$ cat src/rtl/sram_ctrl_pkg.sv
// Shared definitions for the SRAM burst master: FSM encoding and read-buffer sizing.
package sram_ctrl_pkg;

  typedef enum logic [1:0] {
    IDLE  = 2'd0,
    WRITE = 2'd1,
    READ  = 2'd2,
    DRAIN = 2'd3
  } state_t;

  localparam int SKID_DEPTH = 2;
  localparam int SKID_CW    = $clog2(SKID_DEPTH + 1);
  localparam int SKID_PW    = (SKID_DEPTH > 1) ? $clog2(SKID_DEPTH) : 1;

endpackage

$ cat src/rtl/sram_burst_master_if.sv
// Command, write-data, read-data, status and SRAM-side signals of the burst master.
interface sram_burst_master_if #(
  parameter int AW = 12,
  parameter int DW = 64,
  parameter int MW = 8
);
  logic          cmd_valid;
  logic          cmd_ready;
  logic          cmd_write;
  logic [AW-1:0] cmd_addr;
  logic [AW-1:0] cmd_len;
  logic          wr_valid;
  logic          wr_ready;
  logic [DW-1:0] wr_data;
  logic [MW-1:0] wr_mask;
  logic          rd_valid;
  logic          rd_ready;
  logic [DW-1:0] rd_data;
  logic          busy;
  logic          done;
  logic          sram_cs;
  logic          sram_we;
  logic [AW-1:0] sram_addr;
  logic [DW-1:0] sram_din;
  logic [MW-1:0] sram_wem;
  logic [DW-1:0] sram_dout;

  modport master (
    input  cmd_valid, cmd_write, cmd_addr, cmd_len,
    output cmd_ready,
    input  wr_valid, wr_data, wr_mask,
    output wr_ready,
    output rd_valid, rd_data,
    input  rd_ready,
    output busy, done,
    output sram_cs, sram_we, sram_addr, sram_din, sram_wem,
    input  sram_dout
  );

  modport slave (
    output cmd_valid, cmd_write, cmd_addr, cmd_len,
    input  cmd_ready,
    output wr_valid, wr_data, wr_mask,
    input  wr_ready,
    input  rd_valid, rd_data,
    output rd_ready,
    input  busy, done,
    input  sram_cs, sram_we, sram_addr, sram_din, sram_wem,
    output sram_dout
  );
endinterface

$ cat src/rtl/sram_rd_skid.sv
// Small read-return FIFO: push/pop in the same cycle keeps occupancy; head is registered storage.
// Latency: a push is visible at the head the cycle after; pushes into a full FIFO without a pop are dropped.
module sram_rd_skid
  import sram_ctrl_pkg::*;
#(
  parameter int DW = 64
) (
  input  logic               clk,
  input  logic               rst,
  input  logic               push,
  input  logic [DW-1:0]      push_data,
  input  logic               pop,
  output logic [DW-1:0]      head,
  output logic [SKID_CW-1:0] count
);

  logic [DW-1:0]      mem [SKID_DEPTH];
  logic [SKID_PW-1:0] wptr;
  logic [SKID_PW-1:0] rptr;
  logic               do_push;
  logic               do_pop;

  function automatic logic [SKID_PW-1:0] ptr_inc(input logic [SKID_PW-1:0] p);
    return (p == SKID_PW'(SKID_DEPTH - 1)) ? '0 : p + 1'b1;
  endfunction

  assign do_pop  = pop && (count != '0);
  assign do_push = push && ((count != SKID_CW'(SKID_DEPTH)) || do_pop);
  assign head    = mem[rptr];

  always_ff @(posedge clk) begin
    if (do_push) mem[wptr] <= push_data;
  end

  always_ff @(posedge clk) begin
    if (rst) begin
      wptr  <= '0;
      rptr  <= '0;
      count <= '0;
    end else begin
      if (do_push) wptr <= ptr_inc(wptr);
      if (do_pop)  rptr <= ptr_inc(rptr);
      count <= count + SKID_CW'(do_push) - SKID_CW'(do_pop);
    end
  end

endmodule

$ cat src/rtl/sram_burst_master.sv
// Burst master turning one command into a run of single-cycle SRAM accesses with incrementing address.
// Writes issue in the wr_valid cycle; reads are throttled so the 2-entry return buffer can never overflow.
module sram_burst_master
  import sram_ctrl_pkg::*;
#(
  parameter int AW = 12,
  parameter int DW = 64,
  parameter int MW = 8
) (
  input logic                 clk,
  input logic                 rst,
  sram_burst_master_if.master bus
);

  localparam int PW = SKID_CW + 1;

  state_t             state;
  state_t             state_nxt;
  logic [AW-1:0]      addr;
  logic [AW-1:0]      cnt;
  logic               inflight;
  logic               done_q;
  logic [SKID_CW-1:0] skid_cnt;
  logic [PW-1:0]      pending;
  logic               pop;
  logic               issue_wr;
  logic               issue_rd;
  logic               last_pop;
  logic               cmd_hs;

  assign cmd_hs   = (state == IDLE) && bus.cmd_valid;
  assign pop      = bus.rd_valid && bus.rd_ready;
  // Beats that will occupy the buffer once this cycle's pop and the returning read settle.
  assign pending  = PW'(skid_cnt) + PW'(inflight) - PW'(pop);
  assign issue_wr = (state == WRITE) && bus.wr_valid;
  assign issue_rd = (state == READ) && (pending < PW'(SKID_DEPTH));
  assign last_pop = (state == DRAIN) && pop && !inflight && (skid_cnt == SKID_CW'(1));

  always_ff @(posedge clk) begin
    if (rst) state <= IDLE;
    else     state <= state_nxt;
  end

  always_comb begin
    state_nxt = state;
    case (state)
      IDLE:    if (bus.cmd_valid) state_nxt = bus.cmd_write ? WRITE : READ;
      WRITE:   if (issue_wr && cnt == '0) state_nxt = IDLE;
      READ:    if (issue_rd && cnt == '0) state_nxt = DRAIN;
      DRAIN:   if (last_pop) state_nxt = IDLE;
      default: state_nxt = IDLE;
    endcase
  end

  always_ff @(posedge clk) begin
    if (rst) begin
      addr     <= '0;
      cnt      <= '0;
      inflight <= 1'b0;
      done_q   <= 1'b0;
    end else begin
      inflight <= issue_rd;
      done_q   <= (issue_wr && cnt == '0) || last_pop;
      if (cmd_hs) begin
        addr <= bus.cmd_addr;
        cnt  <= bus.cmd_len;
      end else if (issue_wr || issue_rd) begin
        addr <= addr + 1'b1;
        cnt  <= cnt - 1'b1;
      end
    end
  end

  always_comb begin
    bus.cmd_ready = (state == IDLE);
    bus.busy      = (state != IDLE);
    bus.wr_ready  = (state == WRITE);
    bus.done      = done_q;
    bus.sram_cs   = issue_wr || issue_rd;
    bus.sram_we   = issue_wr;
    bus.sram_addr = addr;
    bus.sram_din  = issue_wr ? bus.wr_data : {DW{1'b0}};
    bus.sram_wem  = issue_wr ? bus.wr_mask : {MW{1'b0}};
  end

  // Read data returns the cycle after issue, which is exactly when inflight is set.
  sram_rd_skid #(.DW(DW)) u_skid (
    .clk       (clk),
    .rst       (rst),
    .push      (inflight),
    .push_data (bus.sram_dout),
    .pop       (pop),
    .head      (bus.rd_data),
    .count     (skid_cnt)
  );

  assign bus.rd_valid = (skid_cnt != '0);

endmodule
$ cat src/flat_wrapper.sv
// flat-port wrapper written by rule: the top's interface ports become plain ports
module sram_burst_master_flat import sram_ctrl_pkg::*;
#(
  parameter int AW = 12,
  parameter int DW = 64,
  parameter int MW = 8
)
  (clk, rst, bus_cmd_valid, bus_cmd_write, bus_cmd_addr, bus_cmd_len, bus_cmd_ready, bus_wr_valid, bus_wr_data, bus_wr_mask, bus_wr_ready, bus_rd_valid, bus_rd_data, bus_rd_ready, bus_busy, bus_done, bus_sram_cs, bus_sram_we, bus_sram_addr, bus_sram_din, bus_sram_wem, bus_sram_dout);
  sram_burst_master_if #(.AW(AW), .DW(DW), .MW(MW)) bus_i ();
  input logic clk;
  input logic rst;
  input wire logic [$bits(bus_i.cmd_valid)-1:0] bus_cmd_valid;
  input wire logic [$bits(bus_i.cmd_write)-1:0] bus_cmd_write;
  input wire logic [$bits(bus_i.cmd_addr)-1:0] bus_cmd_addr;
  input wire logic [$bits(bus_i.cmd_len)-1:0] bus_cmd_len;
  output wire logic [$bits(bus_i.cmd_ready)-1:0] bus_cmd_ready;
  input wire logic [$bits(bus_i.wr_valid)-1:0] bus_wr_valid;
  input wire logic [$bits(bus_i.wr_data)-1:0] bus_wr_data;
  input wire logic [$bits(bus_i.wr_mask)-1:0] bus_wr_mask;
  output wire logic [$bits(bus_i.wr_ready)-1:0] bus_wr_ready;
  output wire logic [$bits(bus_i.rd_valid)-1:0] bus_rd_valid;
  output wire logic [$bits(bus_i.rd_data)-1:0] bus_rd_data;
  input wire logic [$bits(bus_i.rd_ready)-1:0] bus_rd_ready;
  output wire logic [$bits(bus_i.busy)-1:0] bus_busy;
  output wire logic [$bits(bus_i.done)-1:0] bus_done;
  output wire logic [$bits(bus_i.sram_cs)-1:0] bus_sram_cs;
  output wire logic [$bits(bus_i.sram_we)-1:0] bus_sram_we;
  output wire logic [$bits(bus_i.sram_addr)-1:0] bus_sram_addr;
  output wire logic [$bits(bus_i.sram_din)-1:0] bus_sram_din;
  output wire logic [$bits(bus_i.sram_wem)-1:0] bus_sram_wem;
  input wire logic [$bits(bus_i.sram_dout)-1:0] bus_sram_dout;
  assign bus_i.cmd_valid = bus_cmd_valid;
  assign bus_i.cmd_write = bus_cmd_write;
  assign bus_i.cmd_addr = bus_cmd_addr;
  assign bus_i.cmd_len = bus_cmd_len;
  assign bus_cmd_ready = bus_i.cmd_ready;
  assign bus_i.wr_valid = bus_wr_valid;
  assign bus_i.wr_data = bus_wr_data;
  assign bus_i.wr_mask = bus_wr_mask;
  assign bus_wr_ready = bus_i.wr_ready;
  assign bus_rd_valid = bus_i.rd_valid;
  assign bus_rd_data = bus_i.rd_data;
  assign bus_i.rd_ready = bus_rd_ready;
  assign bus_busy = bus_i.busy;
  assign bus_done = bus_i.done;
  assign bus_sram_cs = bus_i.sram_cs;
  assign bus_sram_we = bus_i.sram_we;
  assign bus_sram_addr = bus_i.sram_addr;
  assign bus_sram_din = bus_i.sram_din;
  assign bus_sram_wem = bus_i.sram_wem;
  assign bus_i.sram_dout = bus_sram_dout;
  sram_burst_master #(.AW(AW), .DW(DW), .MW(MW)) u_core (.clk(clk), .rst(rst), .bus(bus_i));
endmodule
$ cat config.mk
export PLATFORM = sky130hd
export DESIGN_NAME = sram_burst_master_flat
export DESIGN_NICKNAME = d
export VERILOG_FILES = /design/src/rtl/sram_ctrl_pkg.sv /design/src/rtl/sram_burst_master_if.sv /design/src/rtl/sram_rd_skid.sv /design/src/rtl/sram_burst_master.sv /design/src/flat_wrapper.sv
export SDC_FILE = /design/constraint.sdc
export NUM_CORES = 1
export LEC_CHECK = 0
export BUFFER_PORTS_ARGS = -buffer_cell sky130_fd_sc_hd__buf_2
export CORE_UTILIZATION = 35
export DETAILED_ROUTE_END_ITERATION = 10
export PLACE_DENSITY = 0.69
export SYNTH_ARGS = -nofsm -noshare
export SYNTH_HDL_FRONTEND = slang
export SYNTH_HIERARCHICAL = 1
export SYNTH_SLANG_ARGS = --single-unit
$ cat constraint.sdc
create_clock -name clk -period 5.94 [get_ports clk]
set_input_delay 0.594 -clock clk [delete_from_list [all_inputs] [get_ports clk]]
set_output_delay 0.594 -clock clk [all_outputs]
set_load 0.1 [all_outputs]
==> results of run 1 <==
-- path summary, 6_finish.rpt --
| kind | endpoint | slack [ns] |
|---|---|---|
| max reg2reg | u_core/cnt[5]$_SDFFE_PP0P_ | 2.68 |
| max | bus_sram_cs | 2.12 |
| min | u_core/u_skid/mem[1][49]$_DFFE_PP_ | 0.36 |
| min reg2reg | u_core/cnt[2]$_SDFFE_PP0P_ | 0.51 |
-- final cells by class --
class / instances / area [um2]
fill: 1798 / 10200
multi-input combinational: 298 / 2310
inverter: 14 / 52.6
timing repair buffer: 325 / 1640
clock buffer: 18 / 429
sequential: 161 / 4510
clock inverter: 14 / 150
tap: 265 / 332
-- power by group --
part / switching, mW / internal [mW] / leakage, nW / total, mW
combinational: 0.685 / 0.184 / 2.23 / 0.870
clock: 0.470 / 0.592 / 0.273 / 1.06
sequential: 0.0441 / 1.29 / 1.43 / 1.34
-- layer usage --
layer  global-route usage [%]  up-vias
li1                         -     2518
met3                     5.00       22
met1                     20.9     2414
met4                     7.56        2
met2                     29.3      223
met5                        0        -
-- sequential cells by signal, summed over array words and instances (netlist names), named ones only --
name and flops:
u_core/state 2, u_core/bus.done 1, u_core/u_skid/count 2, u_core/inflight 1
u_core/bus.sram_addr 12, u_core/u_skid/rptr 1, u_core/u_skid/wptr 1, u_core/cnt 12
u_core/u_skid/mem 128
-- per-stage QoR --
| stage | util (%) | power (mW) | std cells |
|---|---|---|---|
| 2_1_floorplan | - | 2.06 | 505 |
| 3_3_place_gp | 45.1 | 2.22 | 1063 |
| 3_5_place_dp | 45.1 | 2.23 | 1063 |
| 4_1_cts | 48.1 | 3.30 | 1095 |
| 5_1_grt | 48.1 | 3.39 | 1095 |
| 6_report | 48.1 | 3.27 | 1095 |
-- logic make-up (layout without fill, tap and decap cells) --
kind of cell               Yosys count  in the layout  synth area share [%]
and+or+nand+nor                    169            169                  14.1
DFF                                161            161                  64.1
muxes                               69             69                  11.0
AOI/OAI and AO/OA                   49             49                  5.57
buffers and inverters               46            371                  3.45
xor gates and xnor gates             6              6                 0.747
adders and majority gates            5              5                 0.996
-- Yosys cell counts, types with 3 or more instances --
| cell type | number | area, um2 |
|---|---|---|
| or4_1 | 9 | 67.6 |
| nor3_1 | 5 | 25.0 |
| xnor2_1 | 6 | 52.6 |
| a311oi_1 | 11 | 96.3 |
| nand2_1 | 6 | 22.5 |
| nor2b_1 | 5 | 31.3 |
| buf_4 | 3 | 22.5 |
| edfxtp_1 | 128 | 3840 |
| and4_1 | 5 | 43.8 |
| o31ai_1 | 8 | 60.1 |
| buf_6 | 7 | 78.8 |
| and2_1 | 73 | 457 |
| clkbuf_1 | 17 | 63.8 |
| nand3_1 | 5 | 25.0 |
| mux2_2 | 64 | 721 |
| mux2i_1 | 4 | 40.0 |
| dfxtp_1 | 33 | 661 |
| nand2b_1 | 3 | 18.8 |
| a311o_1 | 3 | 30.0 |
| inv_1 | 13 | 48.8 |
| a21oi_1 | 4 | 20.0 |
| o21ai_0 | 5 | 25.0 |
| ha_1 | 4 | 50.1 |
| a211oi_1 | 7 | 52.6 |
| nor2_1 | 32 | 120 |
| buf_2 | 5 | 25.0 |
| nor4_1 | 7 | 43.8 |
| nand3b_1 | 4 | 30.0 |
| nand4_1 | 4 | 25.0 |
==> results.ini, run 1 <==
[setup_path]
max_stage_delay_ns = 0.48
crit_cells = 10
cp.required_ns = 5.35
crit_chain = or2_2, and2_1, nor2b_1, o21ai_0, fa_1, xnor2_1, a41oi_2, buf_4, inv_1, buf_2
crit_slowest_cell = dfxtp_1
path_buf_inv = 3
path_delay_family = buffers and inverters
cp_max_fo = 26
end_kind = output port
start_kind = flip-flop
timing.reg2reg.worst_path_depth = 12
worstPathArrival_ns = 3.22
timing.rr.start = u_core/u_skid/count[1]$_SDFF_PP0_
startpoint = u_core/u_skid/count[1]$_SDFF_PP0_
path_class = reg -> out

[worst_hold_path]
whs_path_depth = 1
hold_path_class = in -> reg
worstHoldStart = bus_sram_dout[49]

[timing]
finClkSkew_ns = 0.00986
rsz0062_at_grt = no
worst_slew_pin_slew_ns = 0.947
layout_setup_ws_ns = 2.12
fmax_mhz = 262
fin_crit_sh_pct = 64.3
slew-limit-headroom_pct = 36.9
final_hold_viol_count = 0
slew_viol_final = 0
setup_tns_ns = 0
setup_viol = 0
holdWs_ns = 0.363
period_needed_ns = 3.82

[cts]
postCtsSetupRepairBufs = 0
clkSinkCount = 161
cts_resized = 0
clk_pin_slew_ns = 0.07
cts_max_level = 4
ctsHoldBuffers = 0
clock_tree.root_cell = clkbuf_16
cts_tree = done
clk_path_buf_depth = 2
clock_latency_ns = 0.42
cts_buffers = 17

[logic_synthesis]
synth-seq-cells = 161
synth-async-reset-ratio_pct = 0
synth_edf_count = 128
ys_warn_count = 6
synth-main-ff-cell = edfxtp_1
syn_inst = 505
syn_area_um2 = 7030
syn-num-nets = 676
yosysSeqAreaShare_pct = 64.1
yosysUniqueCellTypes = 50
synth.avg_cell_area_um2 = 13.9

[layout]
layout_commonest_cell = buf_2
layout_common_cells = buf_2, edfxtp_1, and2_1, mux2_2, dfxtp_1
syn_to_final_growth_pct = 33.9
fin_area_um2 = 9410
nNetsFinal = 988
layout-drive-gt1-share_pct = 51.9
diodes = 0

[drt]
first_iter_violations = 208
routed_wl_um = 18400
vias = 5179
avgRoutedWirePerCell_um = 16.8
final_antenna_net_count = 0
wirelength_met1_um = 7510
wl_met3_um = 1370
wl_met2_um = 9110
highest_layer = met5
first_pass_iters = 5
via_per_inst = 4.73
drc = 0

[power_and_ir_drop]
irDropWorstVdd_uv = 240
p_per_area_nw_per_um2 = 347
leakagePower_nw = 3.94

[floorplanning]
core_area_um2 = 19600
die_area_um2 = 20700
die_x_um = 144
rows = 51
chipHeight_um = 144
ios = 321
start_util_pct = 35.9

[placement]
port_buffers = 320
gp_congestion = 0.834
hpwl_um = 13100
pre_cts_ws_ns = 2.50
placed_area_um2 = 8830

[global_route]
antenna_found_initial = 1
grt-ovfl-total = 0
grt_max_degree = 76
grt_pass1_wl_um = 26600
track_usage_pct = 17.5
first_global_vias = 4876

[outcome]
status = completed

[job]
maxCapViolCount = 0

Note: power is estimated with default switching activity, not from simulation.
==> run 2, diff against run 1 <==
==> constraint.sdc (replaced) <==
create_clock -name clk -period 3.6 [get_ports clk]
set_input_delay 0.36 -clock clk [delete_from_list [all_inputs] [get_ports clk]]
set_output_delay 0.36 -clock clk [all_outputs]
set_load 0.1 [all_outputs]
==> run 2 against run 1 <==
  * First-iteration DRC count shrank 3.8%
  * Clock skew rose by 0.0096 ns
  * Sequential power is 65% higher
  * Sequential share of layout area fell by 0.27 points
  * Flip-flop and latch count is the same
  * Design area grew 0.58%
  * Global-route usage shrank 0.36 points
  * Clock power is 73% higher
  * Worst setup slack worse by 1.9 ns
  * Combinational power rose by 66%
  * Wire length fell by 0.76%
  * Largest cell class unchanged
==> results.ini, run 2 (synthesized netlist as in run 1, its figures left out) <==
[floorplanning]
die_area_um2 = 20700  ; unchanged
chipHeight_um = 144  ; unchanged
ios = 321  ; unchanged
core_area_um2 = 19600  ; unchanged
start_util_pct = 35.9  ; unchanged
die_x_um = 144  ; unchanged
rows = 51  ; unchanged

[drt]
via_per_inst = 4.76  ; +0.74%
wl_met2_um = 9490  ; +4.1%
routed_wl_um = 18300  ; -0.76%
first_pass_iters = 4  ; -1
highest_layer = met5
vias = 5222  ; +0.83%
wl_met3_um = 1520  ; +11%
final_antenna_net_count = 0  ; unchanged
drc = 0  ; unchanged
first_iter_violations = 200  ; -3.8%
wirelength_met1_um = 7110  ; -5.3%
avgRoutedWirePerCell_um = 16.7  ; -0.85%

[global_route]
grt_pass1_wl_um = 26100  ; -1.9%
antenna_found_initial = 1  ; unchanged
grt-ovfl-total = 0  ; unchanged
track_usage_pct = 17.1  ; -0.36 points
grt_max_degree = 65  ; -14%
first_global_vias = 4864  ; -0.25%

[cts]
clock_tree.root_cell = clkbuf_16
clk_path_buf_depth = 2  ; unchanged
clk_pin_slew_ns = 0.07  ; about the same
clkSinkCount = 161  ; unchanged
cts_tree = done
cts_max_level = 4  ; unchanged
postCtsSetupRepairBufs = 0  ; unchanged
clock_latency_ns = 0.42  ; about the same
cts_buffers = 17  ; unchanged

[placement]
placed_area_um2 = 8860  ; +0.25%
hpwl_um = 13100  ; -0.33%
gp_congestion = 0.818  ; -2.0%
port_buffers = 320  ; unchanged

[layout]
post-route-util_pct = 48.3  ; +0.28 points
largest_reg_flops = 128  ; unchanged
layout-drive-gt1-share_pct = 52.0  ; +0.058 points
top_register = u_core/u_skid/mem
fin_area_um2 = 9470  ; +0.58%
nNetsFinal = 990  ; +0.20%
layout_commonest_cell = buf_2
diodes = 0  ; unchanged
syn_to_final_growth_pct = 34.7
layout_common_cells = buf_2, edfxtp_1, and2_1, mux2_2, dfxtp_1

[worst_hold_path]
hold_path_class = in -> reg

[setup_path]
cp_max_fo = 26  ; unchanged
path_class = reg -> out
worstPathArrival_ns = 3.00  ; -0.22 ns
cp.required_ns = 3.24  ; -2.11 ns
crit_slowest_cell = dfxtp_1
max_stage_delay_ns = 0.46  ; -0.02 ns
crit_chain = or2_2, and2_1, nor2b_1, o21ai_0, fa_1, xnor2_1, a41oi_2, buf_4, inv_1, buf_6
end_kind = output port
start_kind = flip-flop

[timing]
finClkSkew_ns = 0.0195  ; +0.00963 ns
period_needed_ns = 3.36
setup_viol = 0  ; unchanged
setup_tns_ns = 0  ; unchanged
fin_crit_sh_pct = 93.4
rsz0062_at_grt = no
fmax_mhz = 297
final_hold_viol_count = 0  ; unchanged
slew-limit-headroom_pct = 39.7  ; +2.8 points
worst_slew_pin_slew_ns = 0.905  ; -0.0423 ns
slew_viol_final = 0  ; unchanged

[power_and_ir_drop]
p_total_mw = 5.48  ; +68%
irDropWorstVdd_uv = 408  ; +70%
p_per_area_nw_per_um2 = 579  ; +67%
leakagePower_nw = 3.97  ; +0.71%

[outcome]
status = completed

[job]
maxCapViolCount = 0  ; unchanged

==> run 2: path summary, 6_finish.rpt <==
path / from / to / slack, ns / depth (start not counted)
worst min-delay path: bus_sram_dout[17] / u_core/u_skid/mem[1][17]$_DFFE_PP_ / 0.12 / 1
worst max register to register: u_core/u_skid/count[1]$_SDFF_PP0_ / u_core/cnt[5]$_SDFFE_PP0P_ / 0.40 / 12
worst min register to register: u_core/cnt[2]$_SDFFE_PP0P_ / u_core/cnt[2]$_SDFFE_PP0P_ / 0.51 / 2
worst max-delay path: u_core/u_skid/count[1]$_SDFF_PP0_ / bus_sram_cs / 0.24 / 10
==> run 2: critical path, delay by kind of cell (launching register included) <==
family | cells | cell delay, ns
AOI/OAI and AO/OA | 2 | 0.29
xor gates and xnor gates | 1 | 0.26
adders and majority gates | 1 | 0.39
buffers and inverters | 3 | 0.61
DFF | 1 | 0.46
and+or+nand+nor | 3 | 0.58
==> run 2: final cells by class <==
| class | count | area, um2 |
|---|---|---|
| fill | 1810 | 10100 |
| sequential | 161 | 4510 |
| multi-input combinational | 298 | 2300 |
| timing repair buffer | 327 | 1670 |
| clock buffer | 17 | 425 |
| tap | 265 | 332 |
| clock inverter | 14 | 179 |
| inverter | 14 | 52.6 |
==> run 2: where the power goes <==
group	internal, mW	switching [mW]
Combinational	0.310	1.13
Clock	1.10	0.734
Sequential	2.14	0.0752
==> run 2: timing repair <==
item,CTS,global route
setup endpoints to repair,0,1
hold buffers,0,0
resized for setup,0,4
==> run 2: per-stage QoR <==
stage | hold slack (ns) | std cells | worst slack, ns
final | 0.123 | 1096 | 0.237
after global routing | 0.104 | 1096 | 0.0406
after CTS | 0.0989 | 1096 | 0.0312
after detailed placement | 0.497 | 1065 | 0.417
after global placement | 0.495 | 1065 | 0.547
after floorplan | 0.432 | 505 | -0.856
==> run 2: layer usage <==
metal,global-route usage (%),up-vias
met4,4.54,2
met5,0,-
met2,30.2,224
met3,5.46,14
li1,-,2509
met1,20.0,2473
==> run 3, diff against run 2 <==
--- a/config.mk
+++ b/config.mk
@@ -6,6 +6,7 @@
 export NUM_CORES = 1
 export LEC_CHECK = 0
 export BUFFER_PORTS_ARGS = -buffer_cell sky130_fd_sc_hd__buf_2
+export CORE_ASPECT_RATIO = 2
 export CORE_UTILIZATION = 35
 export DETAILED_ROUTE_END_ITERATION = 10
 export PLACE_DENSITY = 0.69
==> run 3 against run 2 <==
  * Flip-flop and latch count is the same
  * Combinational power is essentially flat
  * Sequential power is essentially flat
  * First-iteration DRC count shrank 16%
  * Critical path depth shrank 1
  * Worst setup slack gained 0.083 ns
  * Core utilization shrank 0.80 points
  * Critical endpoint unchanged
  * Hold slack lost 0.0011 ns
  * Power shrank 1.9%
  * Die area grew 0.17%
  * Wire length grew 11%
  * Clock power shrank 6%
==> results.ini, run 3 (synthesized netlist as in run 1, its figures left out) <==
[outcome]
status = completed

[cts]
clkSinkCount = 161  ; unchanged
cts_max_level = 4  ; unchanged
postCtsSetupRepairBufs = 0  ; unchanged
cts_tree = done
clock_tree.root_cell = clkbuf_16
clk_pin_slew_ns = 0.07  ; about the same
clock_latency_ns = 0.42  ; about the same
cts_buffers = 17  ; unchanged
clk_path_buf_depth = 2  ; unchanged

[power_and_ir_drop]
p_per_area_nw_per_um2 = 571  ; -1.4%
p_total_mw = 5.38  ; -1.9%
irDropWorstVdd_uv = 314  ; -23%
leakagePower_nw = 3.95  ; -0.48%

[floorplanning]
ios = 321  ; unchanged
start_util_pct = 35.5  ; -0.42 points
die_area_um2 = 20700  ; +0.17%
rows = 73  ; +43%
chipHeight_um = 202  ; +41%
die_x_um = 102  ; -29%
core_area_um2 = 19800  ; +1.2%

[layout]
largest_reg_flops = 128  ; unchanged
syn_to_final_growth_pct = 34.0
layout-drive-gt1-share_pct = 51.9  ; -0.062 points
layout_commonest_cell = buf_2
nNetsFinal = 990  ; unchanged
top_register = u_core/u_skid/mem
layout.cells.non_filler = 1095  ; -0.091%
fin_area_um2 = 9420  ; -0.49%
layout_common_cells = buf_2, edfxtp_1, and2_1, mux2_2, dfxtp_1

[drt]
first_pass_iters = 7  ; +3
first_iter_violations = 168  ; -16%
vias = 5329  ; +2.0%
via_per_inst = 4.87  ; +2.1%
final_antenna_net_count = 0  ; unchanged
avgRoutedWirePerCell_um = 18.6  ; +11%
routed_wl_um = 20300  ; +11%
drc = 0  ; unchanged

[setup_path]
crit_chain = or2_2, and2_1, nor2b_1, o21ai_0, fa_1, xnor2_1, a41oi_2, inv_1, clkbuf_4
worstPathArrival_ns = 2.92  ; -0.08 ns
timing.reg2reg.worst_path_depth = 10  ; -2
cp_max_fo = 7  ; -73%
cp.required_ns = 3.24  ; about the same
end_kind = output port
crit_slowest_cell = dfxtp_1
timing.rr.start = u_core/u_skid/count[0]$_SDFF_PP0_
start_kind = flip-flop
path_buf_inv = 2  ; -1
regToRegSetupSlack_ns = 0.41  ; about the same
path_delay_family = simple AND/OR/NAND/NOR gates
path_class = reg -> out
max_stage_delay_ns = 0.48  ; +0.02 ns
r2r-end = u_core/bus.sram_addr[11]$_SDFFE_PP0P_

[global_route]
grt_pass1_wl_um = 29800  ; +14%
grt-ovfl-total = 0  ; unchanged
grt_max_degree = 66  ; +1.5%
first_global_vias = 5336  ; +9.7%
track_usage_pct = 19.7  ; +2.5 points
antenna_found_initial = 3  ; +2

[placement]
port_buffers = 320  ; unchanged
pre_cts_ws_ns = 0.443  ; +0.0264 ns
hpwl_um = 15500  ; +19%
place_inst = 1062  ; -0.28%
placed_area_um2 = 8860  ; about the same
gp_congestion = 0.830  ; +1.6%

[worst_hold_path]
whs_path_depth = 1  ; unchanged
worstHoldStart = bus_sram_dout[37]
hold_path_class = in -> reg
min_to = u_core/u_skid/mem[0][37]$_DFFE_PP_

[timing]
slew_viol_final = 0  ; unchanged
final_hold_viol_count = 0  ; unchanged
finClkSkew_ns = 0.00981  ; -0.00968 ns
rsz0062_at_grt = no
setup_viol = 0  ; unchanged
layout_setup_ws_ns = 0.320  ; +0.0834 ns
worst_slew_pin_slew_ns = 0.862  ; -0.0429 ns
period_needed_ns = 3.28  ; -0.0834 ns
holdWs_ns = 0.122  ; -0.00106 ns
fmax_mhz = 305  ; +2.5%
slew-limit-headroom_pct = 42.3  ; +2.6 points
fin_crit_sh_pct = 91.1  ; -2.3 points

[job]
maxCapViolCount = 0  ; unchanged

-- run 3: cell count changes in the layout (fill, tap and decap cells not counted), sizes merged --
cell	previous run	this run
inv	19	21
bufinv	3	1
buf	327	326
diode	0	1
clkbuf	17	20
clkinv	4	3
-- run 3: worst max-delay path by stage --
stage                                           endpoint  depth (start not counted)                               from
floorplan              u_core/u_skid/mem[0][0]$_DFFE_PP_                          4  u_core/u_skid/count[1]$_SDFF_PP0_
global placement    u_core/bus.sram_addr[7]$_SDFFE_PP0P_                         10  u_core/u_skid/count[1]$_SDFF_PP0_
detailed placement            u_core/cnt[8]$_SDFFE_PP0P_                         10  u_core/u_skid/count[1]$_SDFF_PP0_
CTS                                          bus_sram_cs                          9  u_core/u_skid/count[1]$_SDFF_PP0_
global route                                 bus_sram_cs                          9  u_core/u_skid/count[0]$_SDFF_PP0_
finish                                       bus_sram_cs                          9  u_core/u_skid/count[0]$_SDFF_PP0_
-- run 3: layout make-up --
type,instances,area [um2]
antenna,1,2.50
clock buffer,19,433
clock inverter,13,126
fill,1877,10400
inverter,14,52.6
multi-input combinational,298,2310
sequential,161,4510
tap,262,328
timing repair buffer,327,1670
-- run 3: report_power, final --
part / internal (mW) / total [mW] / switching [mW]
logic: 0.308 / 1.45 / 1.14
clock network: 0.967 / 1.72 / 0.756
registers: 2.13 / 2.21 / 0.0767
total: 3.41 / 5.38 / 1.97
-- run 3: repair_timing --
item	CTS	global route
setup endpoints to repair	0	1
resized for setup	0	1
hold buffers	0	0
endpoints found under the hold margin	0	0
-- run 3: worst register-to-register path, stage by stage (launching register included) --
cell and delay, ns:
dfxtp_1 0.48, or2_2 0.17, and2_1 0.20, nor2b_1 0.24
o21ai_0 0.15, fa_1 0.40, xnor2_1 0.22, a41oi_2 0.16
buf_4 0.28, or4_1 0.53, a311oi_1 0.26
-- run 3: stage by stage --
step / util (%) / setup TNS [ns]
floorplan: - / -109.56
CTS: 47.5 / 0
global route: 47.5 / 0
finish: 47.5 / 0
detailed placement: 44.7 / 0
global placement: 44.7 / 0
-- run 3: routing by layer --
layer  vias up  global-route usage [%]  share of wire, %
met5         -                       0             0.098
met4         4                    7.65               2.5
met3        34                    6.99               9.1
met2       246                    32.6                49
met1      2530                    22.8                40
li1       2515                       -                 -
